--- config.mk ---
export PLATFORM = sky130hd
export DESIGN_NAME = norm_stream
export DESIGN_NICKNAME = d
export VERILOG_FILES = /design/src/rtl/norm_pkg.sv /design/src/rtl/norm_lane.sv /design/src/rtl/norm_stream.sv
export SDC_FILE = /design/constraint.sdc
export NUM_CORES = 1
export LEC_CHECK = 0
export BUFFER_PORTS_ARGS = -buffer_cell sky130_fd_sc_hd__buf_2
export CAP_MARGIN = 20
export CORE_AREA = 2 2 190 192
export CTS_CLUSTER_SIZE = 8
export DETAILED_ROUTE_END_ITERATION = 12
export DIE_AREA = 0 0 192 194
export MAX_ROUTING_LAYER = met4
export PLACE_DENSITY = 0.8
export SYNTH_ARGS = -nofsm -noshare
export SYNTH_HDL_FRONTEND = slang
export SYNTH_SLANG_ARGS = --single-unit
--- constraint.sdc ---
create_clock -name clk -period 7.7 [get_ports clk]
set_clock_uncertainty 0.15 [all_clocks]
set_input_delay 0.77 -clock clk [delete_from_list [all_inputs] [get_ports clk]]
set_output_delay 0.77 -clock clk [all_outputs]
set_load 0.005 [all_outputs]
--- src/rtl/norm_pkg.sv ---
// Shared types and constants for the norm_stream block-normalization datapath.
package norm_pkg;

  localparam int SAT_CNT_W = 16;

  typedef enum logic [1:0] {
    HALF_UP   = 2'b00,
    TRUNC     = 2'b01,
    HALF_EVEN = 2'b10
  } round_mode_e;

  typedef enum logic {
    ST_IDLE   = 1'b0,
    ST_ACTIVE = 1'b1
  } norm_state_e;

  function automatic int out_max(input int out_w);
    return (1 << (out_w - 1)) - 1;
  endfunction

  function automatic int out_min(input int out_w);
    return -(1 << (out_w - 1));
  endfunction

endpackage

--- src/rtl/norm_lane.sv ---
// One lane of the normalizer: rounding add feeding the S1 register, then
// arithmetic shift and saturation registered in S2.
module norm_lane
  import norm_pkg::*;
#(
  parameter int IN_W    = 24,
  parameter int OUT_W   = 16,
  parameter int SHIFT_W = 5
) (
  input  logic                    clk,
  input  logic                    rst,
  input  logic                    en_i,
  input  logic signed [IN_W-1:0]  x_i,
  input  logic [SHIFT_W-1:0]      shift_i,
  input  logic [1:0]              mode_i,
  input  logic [SHIFT_W-1:0]      s1_shift_i,
  output logic signed [OUT_W-1:0] data_o,
  output logic                    sat_o,
  output logic                    sat_next_o
);

  localparam int SUM_W = IN_W + 1;
  localparam logic signed [SUM_W-1:0] MAX_V = SUM_W'(out_max(OUT_W));
  localparam logic signed [SUM_W-1:0] MIN_V = SUM_W'(out_min(OUT_W));

  logic [SUM_W-1:0]        half;
  logic [SUM_W-1:0]        rnd;
  logic signed [SUM_W-1:0] sum_d;
  logic signed [SUM_W-1:0] sum_q;
  logic signed [SUM_W-1:0] shifted;
  logic signed [OUT_W-1:0] data_d;
  logic signed [OUT_W-1:0] data_q;
  logic                    sat_d;
  logic                    sat_q;

  // S1: one extra bit of headroom so x+R never overflows.
  always_comb begin
    half = '0;
    rnd  = '0;
    if (shift_i != '0) begin
      half = SUM_W'(1) << (shift_i - 1'b1);
      case (round_mode_e'(mode_i))
        TRUNC:     rnd = '0;
        HALF_EVEN: rnd = half - SUM_W'(1) + SUM_W'(x_i[shift_i]);
        default:   rnd = half;
      endcase
    end
    sum_d = $signed({x_i[IN_W-1], x_i}) + $signed(rnd);
  end

  always_comb begin
    shifted = sum_q >>> s1_shift_i;
    sat_d   = 1'b0;
    data_d  = shifted[OUT_W-1:0];
    if (shifted > MAX_V) begin
      sat_d  = 1'b1;
      data_d = MAX_V[OUT_W-1:0];
    end else if (shifted < MIN_V) begin
      sat_d  = 1'b1;
      data_d = MIN_V[OUT_W-1:0];
    end
  end

  always_ff @(posedge clk) begin
    if (rst) begin
      sum_q  <= '0;
      data_q <= '0;
      sat_q  <= 1'b0;
    end else if (en_i) begin
      sum_q  <= sum_d;
      data_q <= data_d;
      sat_q  <= sat_d;
    end
  end

  assign data_o     = data_q;
  assign sat_o      = sat_q;
  assign sat_next_o = sat_d;

endmodule

--- src/rtl/norm_stream.sv ---
// Streaming block normalizer: per-block latched shift/rounding, per-lane
// saturation flags and a per-block clipped-sample count.
module norm_stream
  import norm_pkg::*;
#(
  parameter int IN_W    = 24,
  parameter int OUT_W   = 16,
  parameter int LANES   = 4,
  parameter int SHIFT_W = 5
) (
  input  logic                     clk,
  input  logic                     rst,
  input  logic [SHIFT_W-1:0]       cfg_shift,
  input  logic [1:0]               cfg_mode,
  input  logic                     s_valid,
  output logic                     s_ready,
  input  logic [LANES*IN_W-1:0]    s_data,
  input  logic                     s_last,
  output logic                     m_valid,
  input  logic                     m_ready,
  output logic [LANES*OUT_W-1:0]   m_data,
  output logic [LANES-1:0]         m_sat,
  output logic                     m_last,
  output logic [SAT_CNT_W-1:0]     blk_sat_cnt,
  output logic                     busy
);

  // Handshake: a beat moves on a cycle where valid && ready. The whole
  // pipeline advances on en; an output beat stays frozen until m_ready.
  norm_state_e state_q, state_d;

  logic                 en;
  logic                 accept;
  logic                 first_beat;
  logic [SHIFT_W-1:0]   cfg_shift_q;
  logic [1:0]           cfg_mode_q;
  logic [SHIFT_W-1:0]   sel_shift;
  logic [SHIFT_W-1:0]   eff_shift;
  logic [1:0]           sel_mode;
  logic                 s1_valid_q;
  logic                 s1_last_q;
  logic                 s1_first_q;
  logic [SHIFT_W-1:0]   s1_shift_q;
  logic                 m_valid_q;
  logic                 m_last_q;
  logic [SAT_CNT_W-1:0] cnt_q;
  logic [SAT_CNT_W-1:0] cnt_d;
  logic [SAT_CNT_W:0]   pop;
  logic [SAT_CNT_W:0]   tot;
  logic [LANES-1:0]     sat_next;

  assign en         = !m_valid_q || m_ready;
  assign s_ready    = en || rst;
  assign accept     = s_valid && en;
  assign first_beat = (state_q == ST_IDLE);

  // The first beat of a block uses the live config; later beats the latched copy.
  assign sel_shift = first_beat ? cfg_shift : cfg_shift_q;
  assign sel_mode  = first_beat ? cfg_mode  : cfg_mode_q;

  always_comb begin
    eff_shift = sel_shift;
    if (32'(sel_shift) > 32'(IN_W - 1)) eff_shift = SHIFT_W'(IN_W - 1);
  end

  always_comb begin
    state_d = state_q;
    if (accept) state_d = s_last ? ST_IDLE : ST_ACTIVE;
  end

  // Count is aligned with S2 so the value shown with m_last includes that beat.
  always_comb begin
    pop = '0;
    for (int i = 0; i < LANES; i++) pop = pop + (SAT_CNT_W + 1)'(sat_next[i]);
    tot   = (s1_first_q ? '0 : {1'b0, cnt_q}) + pop;
    cnt_d = tot[SAT_CNT_W] ? '1 : tot[SAT_CNT_W-1:0];
  end

  always_ff @(posedge clk) begin
    if (rst) begin
      state_q     <= ST_IDLE;
      cfg_shift_q <= '0;
      cfg_mode_q  <= 2'b00;
      s1_valid_q  <= 1'b0;
      s1_last_q   <= 1'b0;
      s1_first_q  <= 1'b0;
      s1_shift_q  <= '0;
      m_valid_q   <= 1'b0;
      m_last_q    <= 1'b0;
      cnt_q       <= '0;
    end else begin
      state_q <= state_d;
      if (accept && first_beat) begin
        cfg_shift_q <= cfg_shift;
        cfg_mode_q  <= cfg_mode;
      end
      if (en) begin
        s1_valid_q <= accept;
        s1_last_q  <= s_last;
        s1_first_q <= first_beat;
        s1_shift_q <= eff_shift;
        m_valid_q  <= s1_valid_q;
        m_last_q   <= s1_last_q;
        if (s1_valid_q) cnt_q <= cnt_d;
      end
    end
  end

  for (genvar g = 0; g < LANES; g++) begin : g_lane
    norm_lane #(
      .IN_W    (IN_W),
      .OUT_W   (OUT_W),
      .SHIFT_W (SHIFT_W)
    ) u_lane (
      .clk        (clk),
      .rst        (rst),
      .en_i       (en),
      .x_i        (s_data[g*IN_W +: IN_W]),
      .shift_i    (eff_shift),
      .mode_i     (sel_mode),
      .s1_shift_i (s1_shift_q),
      .data_o     (m_data[g*OUT_W +: OUT_W]),
      .sat_o      (m_sat[g]),
      .sat_next_o (sat_next[g])
    );
  end

  assign m_valid     = m_valid_q;
  assign m_last      = m_last_q;
  assign blk_sat_cnt = cnt_q;
  assign busy        = (state_q == ST_ACTIVE);

endmodule

# [After elaboration in Yosys (flattened, before gate mapping)]
# Index checks and enable logic that the tools add are counted.
[classes] n_addsub=14 magnitude_cmp=10 n_eq_ne=2 n_shift=5 mux=38 n_bitwise=1 reduce_logical=7
[op_table] cell="one-hot mux 25 bit (2 select lines)" n=4
[op_table] cell="two-way mux 16 bit" n=10
[op_table] cell="adder 24 x 25 -> 25 bit" n=4
[op_table] cell="adder 25 x 1 -> 25 bit" n=4
[op_table] cell="greater-than comparator 25 x 16 -> 1 bit, second input constant" n=4
[op_table] cell="< comparator 25 x 16 -> 1 bit, second input constant" n=4
[op_table] cell="two-way mux 25 bit" n=4
[op_table] cell=">>> shifter 25 x 5 -> 25 bit" n=4
[op_table] cell="<< shifter 1 x 5 -> 25 bit, first input constant" n=1
[op_table] cell="subtractor 25 x 1 -> 25 bit, second input constant" n=1
[op_table] cell="binary-select mux 1 bit (select 5 bit)" n=4
[op_table] cell="adder 16 x 4 -> 17 bit" n=1
[op_table] cell="two-way mux 1 bit" n=13
[op_table] cell="two-way mux 5 bit" n=2
[op_table] cell="< comparator 5 x 6 -> 1 bit, second input constant" n=1
[op_table] cell="greater-than comparator 5 bit, second input constant" n=1
[op_table] cell="nonzero test 5 bit" n=1
[op_table] cell="subtractor 5 x 1 -> 5 bit, second input constant" n=1
[op_table] cell="adder 3 x 1 -> 4 bit" n=1
[op_table] cell="adder 2 x 1 -> 3 bit" n=1
[op_table] cell="adder 1 x 1 -> 2 bit" n=1
[op_table] cell="== test 2 x 1 -> 1 bit, second input constant" n=1
[op_table] cell="== test 2 bit, second input constant" n=1
[op_table] cell="logical AND 1 bit" n=2
[op_table] cell="5 further kinds" n=6
[totals] reg_bits=202 in_bits=108 out_inout_bits=88 wordCells=99

# [Longest topological paths before layout]
[logic_depth] word_depth=10 ltp_mapped=30 depth_no_buf=27

# [Hierarchy]
# From an unflattened synthesis, not the netlist that was laid out.
[unflattened] cells_unflattened=2928 area_unflattened_um2=22481.6
[by_module_without_submodules] module="norm_lane (g_lane[1].u_lane ...)" instances=2 cells_per_inst=681 area_each_um2=5286.3 seq_area_each_um2=840.8
[by_module_without_submodules] module="norm_lane (g_lane[3].u_lane)" instances=1 cells_per_inst=670 area_each_um2=5076.1 seq_area_each_um2=840.8
[by_module_without_submodules] module="norm_lane (g_lane[0].u_lane)" instances=1 cells_per_inst=674 area_each_um2=4984.8 seq_area_each_um2=840.8
[by_module_without_submodules] module="norm_stream" instances=1 cells_per_inst=222 area_each_um2=1848.0 seq_area_each_um2=680.7

# [Worst setup path before layout]
# OpenSTA, ideal clock, no wires.
[synth_path] path_type="input-to-reg" from="input port cfg_shift[0]" to="register g_lane[3].u_lane.sum_q[17]" setup_time_ns=0.117 t_arrival_ns=6.325 required_ns=7.433 setup_slack_ns=1.108 path_stages=25 n_path_buf=3 path_cell_list="or3_1 > nand2_1 > a21oi_1 > a21oi_1 > nor3_1 > inv_1 > ha_1 > clkbuf_1 > clkbuf_1 > clkbuf_1 > a31oi_1 > a31oi_1 > nand3_1 > or3_1 > o221ai_1 > ha_1 > and2_1 > a221o_1 > a211o_1 > a31oi_1 > o21ai_0 > nor4_1 > o31ai_1 > xor2_1 > a22o_1"
[synth_via] elab_chain_len=10 word_cells_on_any_way=13 classes_between="add/sub: 4; order compare: 1; shift: 1; mux: 6; reduce/logical: 1"
[synth_lines] element="from (decl)" line_no="norm_stream.sv:13" source="input logic [SHIFT_W-1:0] cfg_shift,"
[synth_lines] element="two-way mux 5 bit (*)" line_no="norm_stream.sv:58" source="assign sel_shift = first_beat ? cfg_shift : cfg_shift_q;"
[synth_lines] element="greater-than comparator 5 bit" line_no="norm_stream.sv:63" source="if (32'(sel_shift) > 32'(IN_W - 1)) eff_shift = SHIFT_W'(IN_W - 1);"
[synth_lines] element="two-way mux 5 bit (*)" line_no="norm_stream.sv:63"
[synth_lines] element="subtractor 5 x 1 -> 5 bit" line_no="norm_lane.sv:41" source="half = SUM_W'(1) << (shift_i - 1'b1);"
[synth_lines] element="<< shifter 1 x 5 -> 25 bit" line_no="norm_lane.sv:41"
[synth_lines] element="subtractor 25 x 1 -> 25 bit" line_no="norm_lane.sv:44" source="HALF_EVEN: rnd = half - SUM_W'(1) + SUM_W'(x_i[shift_i]);"
[synth_lines] element="adder 25 x 1 -> 25 bit" line_no="norm_lane.sv:44"
[synth_lines] element="one-hot mux 25 bit (2 select lines)" line_no="norm_lane.sv:42" source="case (round_mode_e'(mode_i))"
[synth_lines] element="two-way mux 25 bit (*)" line_no="norm_lane.sv:40" source="if (shift_i != '0) begin"
[synth_lines] element="adder 24 x 25 -> 25 bit (*)" line_no="norm_lane.sv:48" source="sum_d = $signed({x_i[IN_W-1], x_i}) + $signed(rnd);"
[synth_lines] element="to (signal assigned)" line_no="norm_lane.sv:70" source="sum_q <= sum_d;"
[synth_lines] element="to (decl)" line_no="norm_lane.sv:29" source="logic signed [SUM_W-1:0] sum_q;"
# Mark *: on every way between the ends. The rest lies on a longest branch, timed or not. The select of a mux whose other input is x is not followed.
# A chain may end at the register's enable or synchronous reset.

# [Final worst setup path]
[layout_path] from="register state_q, in the netlist busy" to="register g_lane[2].u_lane.sum_q[21]"
[layout_via] elab_chain_len=10 word_cells_on_any_way=16 classes_between="add/sub: 4; order compare: 1; eq/ne: 2; shift: 1; mux: 7; reduce/logical: 1"
[layout_lines] element="from (decl)" line_no="norm_stream.sv:30" source="norm_state_e state_q, state_d;"
[layout_lines] element="from (signal assigned)" line_no="norm_stream.sv:92" source="state_q <= state_d;"
[layout_lines] element="two-way mux 5 bit" line_no="norm_stream.sv:58"
[layout_lines] element="greater-than comparator 5 bit" line_no="norm_stream.sv:63"
[layout_lines] element="two-way mux 5 bit" line_no="norm_stream.sv:63"
[layout_lines] element="subtractor 5 x 1 -> 5 bit" line_no="norm_lane.sv:41"
[layout_lines] element="<< shifter 1 x 5 -> 25 bit" line_no="norm_lane.sv:41"
[layout_lines] element="subtractor 25 x 1 -> 25 bit" line_no="norm_lane.sv:44"
[layout_lines] element="adder 25 x 1 -> 25 bit" line_no="norm_lane.sv:44"
[layout_lines] element="one-hot mux 25 bit (2 select lines)" line_no="norm_lane.sv:42"
[layout_lines] element="two-way mux 25 bit (*)" line_no="norm_lane.sv:40"
[layout_lines] element="adder 24 x 25 -> 25 bit (*)" line_no="norm_lane.sv:48"
[layout_lines] element="to (signal assigned)" line_no="norm_lane.sv:70"
[layout_lines] element="to (decl)" line_no="norm_lane.sv:29"
# Marked as above.

==> metrics.txt <==
first-pass GRT wire length=128600 um; core box area=35220 um^2; Max-slew headroom=0.3109; gr ovfl total=0; Num CTS Buffers=30; Seq/Total Area, Yosys=0.1945; Placed Area=22370 um^2; Post-Route WL=85440 um; fmax=137.5 MHz; Final setup viols=0; max_cap viols=0; crit path launch type=register; combinational fraction of design power=0.512; status=complete, no violations; antenna-violating nets left=0; CTS tree=built; DP HPWL=64920 um; Yosys top cell area share=0.1945; NetSw=2.394 mW; Wirelength per Cell=23.99 um; DR vias/cell=6.734; row count=69; die width=192 um; clk slew on worst S/H paths=0.05 ns; Synth Flop Type=dfxtp_1; Syn Inst Count=2957; Mean Syn Cell Area=7.030 um^2; fraction of layout cells with a size suffix above 1=0.1548; HP Class=register to register; worst path arrival time=7.58 ns; Post-synth EDFFs=0; commonest cells after routing, fill and taps aside=nand2_1 (433), nor2_1 (364), a21oi_1 (291), o21ai_0 (241), dfxtp_1 (197); Lkg Pwr=9.980 nW; vias in the first global route=22.04k; Period minus WS final=7.274 ns; worst setup margin=0.4264 ns; slowest stage delay, CP=0.79 ns; Post-synth ARST share=0; Die Ht=194 um; Syn Std Cell Area=20790 um^2; First-pass DRT Iterations=7; CP max FO=20; Yosys reg bits=202; Worst Path Required=8.01 ns; Worst Tran Pin Value=1.034 ns; Layout fillers=3031; RSZ-0062 raised after global routing=false; most common cell after layout, fill and taps aside=nand2_1; Flop pwr share=0.262; CP Class=register to register; port buffer count=195; Root Driver=clkbuf_16; count of different cell masters after synthesis=86; Critical-path top delay cell=dfxtp_1; Total GRT Usage=0.4572; IO Count=196; Int Pwr=3.150 mW; synthesis-to-finish area growth=11.94%; CP Capture Type=register; TNS Setup=0 ns; Clk pwr share=0.226; largest net degree at the start of global routing=74; Pins Over Slew Limit=0; Max rail drop VDD=0.2225 mV; top cells by area, synth=dfxtp_1 (19%), nand2_1 (7.8%), a21oi_1 (7.0%); Starting Density=0.5902; CP most frequent cell=o21ai_0; sw frac=0.4318; pwr dens=238.2 nW/um^2; worst hold slack=0.3081 ns; Detailed Route Iter0 Violations=2902; Final Hold Viols=0; DRC=0; clk_lat worst skew=0.57 ns; Placer Congestion=1.157; Syn. warnings=0; via count=23.98k; Clock Sinks=202; Final Instance Area=23270 um^2; Tcrit/Tclk final=0.9446; pre-CTS setup slack=0.5611 ns; post-layout net count=3307; area leader, netlist=dfxtp_1; initial antenna violation count=4; H-tree Lvls=1; die area=37250 um^2; Max clock buf depth=3
[final cells by class]
type | count | area (um^2) | share of cell area
clock buffer | 37 | 818.3 | 0.03516
sequential | 202 | 4055 | 0.1743
tap | 461 | 576.8 | 0.02479
timing repair buffer | 305 | 1817 | 0.07807
clock inverter | 2 | 60.06 | 0.002581
antenna | 5 | 12.51 | 0.0005377
inverter | 59 | 221.5 | 0.009517
multi-input combinational | 2490 | 15710 | 0.6751
[state kept, by name, indices dropped and copies added, names as in the netlist, 2 cells and up]
register and cells:
cfg_shift_q 5, g_lane.u_lane.data_o 64, g_lane.u_lane.sum_q 100, blk_sat_cnt 16, s1_shift_q 5, g_lane.u_lane.sat_o 4
cfg_mode_q 2
[cell families after synthesis]
| family | share of synthesized area |
|---|---|
| DFF | 0.1945 |
| AOI/OAI and AO/OA | 0.2826 |
| other | 0.0001804 |
| buffers and inverters | 0.05194 |
| xor gates and xnor gates | 0.05098 |
| adders and majority gates | 0.06933 |
| and+or+nand+nor | 0.2388 |
| muxes | 0.1117 |
[power groups by stage]
stage	clock network [mW]	logic [mW]	registers, mW
after floorplan	0	1.90	1.37
after global placement	0	2.66	1.44
after detailed placement	0	2.71	1.46
after CTS	1.25	2.74	1.44
after global routing	1.30	3.05	1.47
final	1.25	2.84	1.45
[worst max-delay path: cells and delay by family (launching register included)]
family | cells | cell delay [ns]
AOI/OAI and AO/OA | 14 | 3.68
and+or+nand+nor | 6 | 0.84
DFF | 1 | 0.79
adders and majority gates | 2 | 0.76
buffers and inverters | 2 | 0.59
muxes | 1 | 0.19
xor gates and xnor gates | 1 | 0.14
[cell usage after synthesis (50+ instances only)]
cell type,n
dfxtp_1,202
inv_1,57
nor2_1,366
a211oi_1,114
ha_1,104
xor2_1,50
clkbuf_1,151
a31oi_1,52
xnor2_1,71
a21oi_1,291
mux2i_1,97
nand2_1,433
o21ai_0,241
nor3_1,62
nand3_1,72
[repair_timing]
action,in CTS,in global routing
hold buffers,0,0
resized for setup,0,1
endpoints found under the setup margin,0,1
buffers inserted,0,0
[layer usage]
layer  up-vias  global-route usage  routed length (um)
li1      10940                   -                   -
met5         -                   -                   0
met2      1538              0.6628               36220
met1     11190              0.6049               34800
met4         0              0.2652                5796
met3       309             0.06462                8624
[stage by stage]
| step | instances | total power [mW] | util |
|---|---|---|---|
| after floorplan | 2960 | 3.275 | - |
| after global placement | 3516 | 4.099 | 0.6351 |
| after detailed placement | 3516 | 4.166 | 0.6351 |
| after CTS | 3555 | 5.427 | 0.6600 |
| after global routing | 3560 | 5.822 | 0.6606 |
| final | 3561 | 5.544 | 0.6607 |
[path summary, 6_finish.rpt]
check / from / end / slack [ns] / cells past startpoint
min reg2reg: m_last / m_last / 0.31 / 2
min: m_last / m_last / 0.31 / 2
max reg2reg: busy / g_lane[2].u_lane.sum_q[21] / 0.43 / 26
max: busy / g_lane[2].u_lane.sum_q[21] / 0.43 / 26
No activity file was read; power rests on OpenSTA's default activity.
